### config.mk
export PLATFORM = sky130hd
export DESIGN_NAME = instruction_fetch
export DESIGN_NICKNAME = d
export VERILOG_FILES = /design/src/rtl/fetch_pkg.sv /design/src/rtl/instruction_fetch.sv
export SDC_FILE = /design/constraint.sdc
export NUM_CORES = 1
export LEC_CHECK = 0
export BUFFER_PORTS_ARGS = -buffer_cell sky130_fd_sc_hd__buf_2
export CORE_ASPECT_RATIO = 1.2
export CORE_UTILIZATION = 53
export CTS_BUF_LIST = sky130_fd_sc_hd__clkbuf_16
export DETAILED_ROUTE_END_ITERATION = 7
export PLACE_DENSITY = 0.79
export SYNTH_ARGS = -nofsm -noshare
export SYNTH_HDL_FRONTEND = slang
export SYNTH_SLANG_ARGS = --single-unit
### constraint.sdc
create_clock -name clk -period 2.04 [get_ports clk]
set_input_delay 0.102 -clock clk [delete_from_list [all_inputs] [get_ports clk]]
set_output_delay 0.102 -clock clk [all_outputs]
set_load 0.01 [all_outputs]
### src/rtl/fetch_pkg.sv
// Shared fetch-stage types and defaults, also used by the IF/ID buffer and the decoder.
package fetch_pkg;

    typedef enum logic [1:0] {
        REQ  = 2'd0,
        WAIT = 2'd1,
        HOLD = 2'd2
    } fetch_state_t;

    localparam logic [31:0] NOP_INST       = 32'h0;
    localparam int unsigned DEF_RESET_PC   = 0;
    localparam int unsigned DEF_PC_INC     = 1;

endpackage

### src/rtl/instruction_fetch.sv
// Instruction-fetch stage: owns the PC and keeps one imem read in flight.
// It feeds {out_pc, out_inst, out_valid} to the IF/ID buffer and honours stall and redirect.
module instruction_fetch
    import fetch_pkg::*;
#(
    parameter int unsigned        ADDR_W   = 32,
    parameter int unsigned        DATA_W   = 32,
    parameter logic [ADDR_W-1:0]  RESET_PC = ADDR_W'(DEF_RESET_PC),
    parameter logic [ADDR_W-1:0]  PC_INC   = ADDR_W'(DEF_PC_INC)
) (
    input  logic              clk,
    input  logic              rst_n,
    input  logic              in_stall,
    input  logic              in_redirect,
    input  logic [ADDR_W-1:0] in_target,
    output logic              imem_req_valid,
    input  logic              imem_req_ready,
    output logic [ADDR_W-1:0] imem_addr,
    input  logic              imem_rsp_valid,
    input  logic [DATA_W-1:0] imem_rsp_data,
    output logic [ADDR_W-1:0] out_pc,
    output logic [DATA_W-1:0] out_inst,
    output logic              out_valid
);

    localparam logic [DATA_W-1:0] NOP = DATA_W'(NOP_INST);

    fetch_state_t      r_state;
    logic [ADDR_W-1:0] r_pc;
    logic [ADDR_W-1:0] r_fetch_pc;
    logic [DATA_W-1:0] r_hold_inst;
    logic              r_drop;
    logic [ADDR_W-1:0] r_out_pc;
    logic [DATA_W-1:0] r_out_inst;
    logic              r_out_valid;
    logic              w_accept;

    assign imem_req_valid = (r_state == REQ) && !in_redirect;
    assign imem_addr      = r_pc;
    assign w_accept       = imem_req_valid && imem_req_ready;

    assign out_pc    = r_out_pc;
    assign out_inst  = r_out_inst;
    assign out_valid = r_out_valid;

    always_ff @(posedge clk) begin
        if (!rst_n) begin
            r_state     <= REQ;
            r_pc        <= RESET_PC;
            r_fetch_pc  <= '0;
            r_hold_inst <= NOP;
            r_drop      <= 1'b0;
            r_out_pc    <= '0;
            r_out_inst  <= NOP;
            r_out_valid <= 1'b0;
        end else if (in_redirect) begin
            // Redirect squashes the output even under stall; an in-flight read is poisoned.
            r_pc        <= in_target;
            r_out_valid <= 1'b0;
            r_out_inst  <= NOP;
            case (r_state)
                WAIT: begin
                    if (imem_rsp_valid) begin
                        r_drop  <= 1'b0;
                        r_state <= REQ;
                    end else begin
                        r_drop  <= 1'b1;
                    end
                end
                HOLD:    r_state <= REQ;
                default: r_state <= REQ;
            endcase
        end else begin
            if (!in_stall) begin
                r_out_valid <= 1'b0;
                r_out_inst  <= NOP;
            end
            case (r_state)
                REQ: begin
                    if (w_accept) begin
                        r_fetch_pc <= r_pc;
                        r_pc       <= r_pc + PC_INC;
                        r_state    <= WAIT;
                    end
                end
                WAIT: begin
                    if (imem_rsp_valid) begin
                        if (r_drop) begin
                            r_drop  <= 1'b0;
                            r_state <= REQ;
                        end else if (in_stall) begin
                            r_hold_inst <= imem_rsp_data;
                            r_state     <= HOLD;
                        end else begin
                            r_out_pc    <= r_fetch_pc;
                            r_out_inst  <= imem_rsp_data;
                            r_out_valid <= 1'b1;
                            r_state     <= REQ;
                        end
                    end
                end
                HOLD: begin
                    if (!in_stall) begin
                        r_out_pc    <= r_fetch_pc;
                        r_out_inst  <= r_hold_inst;
                        r_out_valid <= 1'b1;
                        r_state     <= REQ;
                    end
                end
                default: r_state <= REQ;
            endcase
        end
    end

endmodule

==> summary.txt <==
Floorplan
  • Chip Width: 105 µm
  • Core Area: 0.0123 mm²
  • Die area: 0.0132 mm²
  • Die H: 126 µm
  • IO Count: 168
  • Site Rows: 44
  • Initial Util: 55.0%

STA
  • Worst-Margin Slew: 523 ps
  • Clk_skew: 11.1 ps
  • RSZ-0062 raised after global routing: false
  • Fin. Hold Viols: 0
  • Max-slew violation count: 0
  • Worst slew margin: 65.1%
  • Final WS setup: 108 ps
  • Maximum achievable frequency: 518 MHz
  • Minimum clock period: 1930 ps
  • Setup TNS: 0 ps
  • Count of final setup violators: 0
  • Final period utilization: 94.7%

Clock network
  • Later-pin clock latency in the skew report: 410 ps
  • Clock sink total: 164
  • TritonCTS clock tree: done
  • Setup bufs post-CTS: 0
  • CTS buffer count: 17
  • Clock root cell: clkbuf_16
  • H-tree levels: 4
  • CTS Buffer Depth: 2
  • Clock transition at path regs: 60 ps

Cells and area
  • Fillers: 955
  • Register area: 0.00328 mm²
  • Share of cells above drive strength 1: 23.7%
  • Finished Cell Area: 0.00904 mm²
  • Final cell count without fillers: 1218
  • Area of the multi-input gates: 0.00319 mm²
  • Fin nets: 1118
  • Area growth from synthesis to layout: 33.9%
  • Ant diodes: 0

Drt
  • Post-route ant nets: 0
  • Iteration-0 DRC Markers: 417
  • Post-route DRC: 0
  • Avg WL per Cell: 16.0 µm
  • Via density per instance: 5.63
  • WL final: 19500 µm
  • Pre-Repair DR Iteration Count: 7
  • DR vias: 6854

Yosys
  • Most common library cells after synthesis: 214 x nand2_1, 164 x dfxtp_1, 121 x a21oi_1
  • Mapped cell area: 0.00675 mm²
  • Post-synth EDFFs: 0
  • Post-synth cell types: 54
  • Warnings, synthesis: 0
  • Top-count cell post-synth: nand2_1
  • Top cell type's share of synthesized area: 48.6%
  • Sequential cell area fraction in the yosys report: 48.6%
  • Top post-synthesis cells by area: dfxtp_1 49%, nand2_1 12%, a21oi_1 9.0%, a22o_1 4.2%, a22oi_1 3.6%
  • Mapped Cells: 828
  • Mean post-synth cell area: 8.15 µm²
  • Post-synth top area cell: dfxtp_1
  • Synthesis-stage register bit count: 164
  • Top FF cell, synth: dfxtp_1
  • Async SR Flop Fraction: 0%
  • Mapped Nets: 902

GRT
  • Grt total ovfl: 0
  • Initial antenna violation count: 0
  • All-Layer GR Usage: 29.9%
  • Global-route wire length before repair: 31500 µm
  • Largest net degree at the start of global routing: 91
  • Vias in the first global route: 6493

Pwr
  • P_int: 5.28 mW
  • Sw frac: 25.4%
  • Worst ir drop on vdd: 0.000457 V
  • Sequential share of power: 47.1%
  • Combinational fraction of design power: 10.5%
  • Power per cell area: 783 mW/mm²
  • Sw power: 1.80 mW
  • P_leak: 3.61 nW
  • Clock Power Share: 42.4%

Worst hold path
  • Worst Hold Class: in -> reg

Worst setup path
  • Critical-path maximum fanout: 9
  • CP arrival: 2210 ps
  • WP data required: 2320 ps
  • CP Launch Type: register
  • CP Capture Type: register
  • Critical path class: reg -> reg

Outcome
  • Outcome: complete, no violations

Placed design
  • Placed Cells: 1132
  • Final GP Congestion: 0.920
  • Post-place setup slack: 114 ps
  • Cell Area, Placed: 0.00794 mm²
  • Port bufs: 167
  • Post-DP HPWL: 12500 µm

Flow run
  • Max Cap Viol: 0
## cell type report
type,count,area share (%)
Sequential cell,164,36.3
Multi-Input combinational cell,590,35.3
Timing Repair Buffer,263,19.7
Clock buffer,17,4.70
Tap cell,161,2.23
Clock inverter,15,1.44
Inverter,8,0.346
## critical path, cell delays in order (launching register included)
cell     delay [ps]
dfxtp_1         520
and3_1          290
nand4_2         230
nor4b_1         470
xnor2_1         170
o22ai_1         100
## cells by family (layout without fill, tap and decap cells)
group / count (synthesis) / after routing / share of synthesized area, %
AO/OA/AOI/OAI: 226 / 226 / 20.7
XOR/XNOR: 22 / 22 / 2.85
adder cells (fa/ha/maj): 4 / 4 / 0.741
buffers and inverters: 74 / 303 / 4.37
flip-flops: 164 / 164 / 48.6
multiplexers: 1 / 1 / 0.148
AND/OR/NAND/NOR: 337 / 337 / 22.5
## path summary, 6_finish.rpt
kind            startpoint             to  slack [ps]  depth (start not counted)
min          in_target[19]  imem_addr[19]          20                          3
min reg2reg      out_pc[8]      out_pc[8]         450                          2
max           imem_addr[2]  imem_addr[31]         110                          5
max reg2reg   imem_addr[2]  imem_addr[31]         110                          5
## registers in the layout (all words and copies together), names as in the netlist
signal	count
out_valid	1
r_fetch_pc	32
r_hold_inst	32
r_state	2
out_inst	32
imem_addr	32
r_drop	1
out_pc	32
## layer usage
| layer | GRT usage (%) | up-vias | part of all wire, % |
|---|---|---|---|
| met5 | 0 | - | 0 |
| met3 | 5.64 | 57 | 6.0 |
| li1 | - | 3313 | - |
| met4 | 13.9 | 0 | 3.0 |
| met2 | 53.7 | 278 | 52 |
| met1 | 34.1 | 3206 | 39 |
## metrics by stage
| step | utilization (%) | hold slack [ps] | power [mW] |
|---|---|---|---|
| 2_1_floorplan | - | 202 | 3.74 |
| 3_3_place_gp | 64.7 | 298 | 4.04 |
| 6_report | 73.7 | 21.9 | 7.08 |
| 4_1_cts | 73.6 | 4.78 | 7.10 |
| 5_1_grt | 73.7 | 13.0 | 7.32 |
| 3_5_place_dp | 64.7 | 316 | 4.05 |
## cell usage in the layout, fill, tap and decap left out, types with 3 or more instances in the layout
cell           Yosys  layout
a211oi_1           4       4
a21oi_1          121     121
a22o_1            32      32
a22oi_1           32      32
and2_1             3       4
and3_1            10      10
and4_1             6       6
buf_12             0       7
buf_2              8     167
buf_4              0      34
clkbuf_16          0      17
clkinv_2           0       4
clkinvlp_4         0       3
dfxtp_1          164     164
dlygate4sd3_1      0      54
ha_1               4       4
inv_1              7       8
inv_6              0       3
nand2_1          214     214
nand3_1           14      14
nand4_1           10      10
nor2_1            49      48
nor3_1             3       3
nor4_1             6       6
o21ai_0           19      19
o22ai_1            3       3
xnor2_1           15      15
xor2_1             7       7
## power by group through the flow
stage	clock network (mW)	logic, mW	registers, mW
after CTS	3.03	0.729	3.34
final	3.00	0.741	3.34
after floorplan	0	0.307	3.43
after global placement	0	0.639	3.40
after global routing	3.17	0.797	3.34
after detailed placement	0	0.645	3.41
## repair_timing
action,4_1_cts,5_1_grt
hold buffers,54,0
resized for setup,0,1
setup endpoints to repair,0,4
hold endpoints to repair,54,0
No activity file was read; power rests on OpenSTA's default activity.
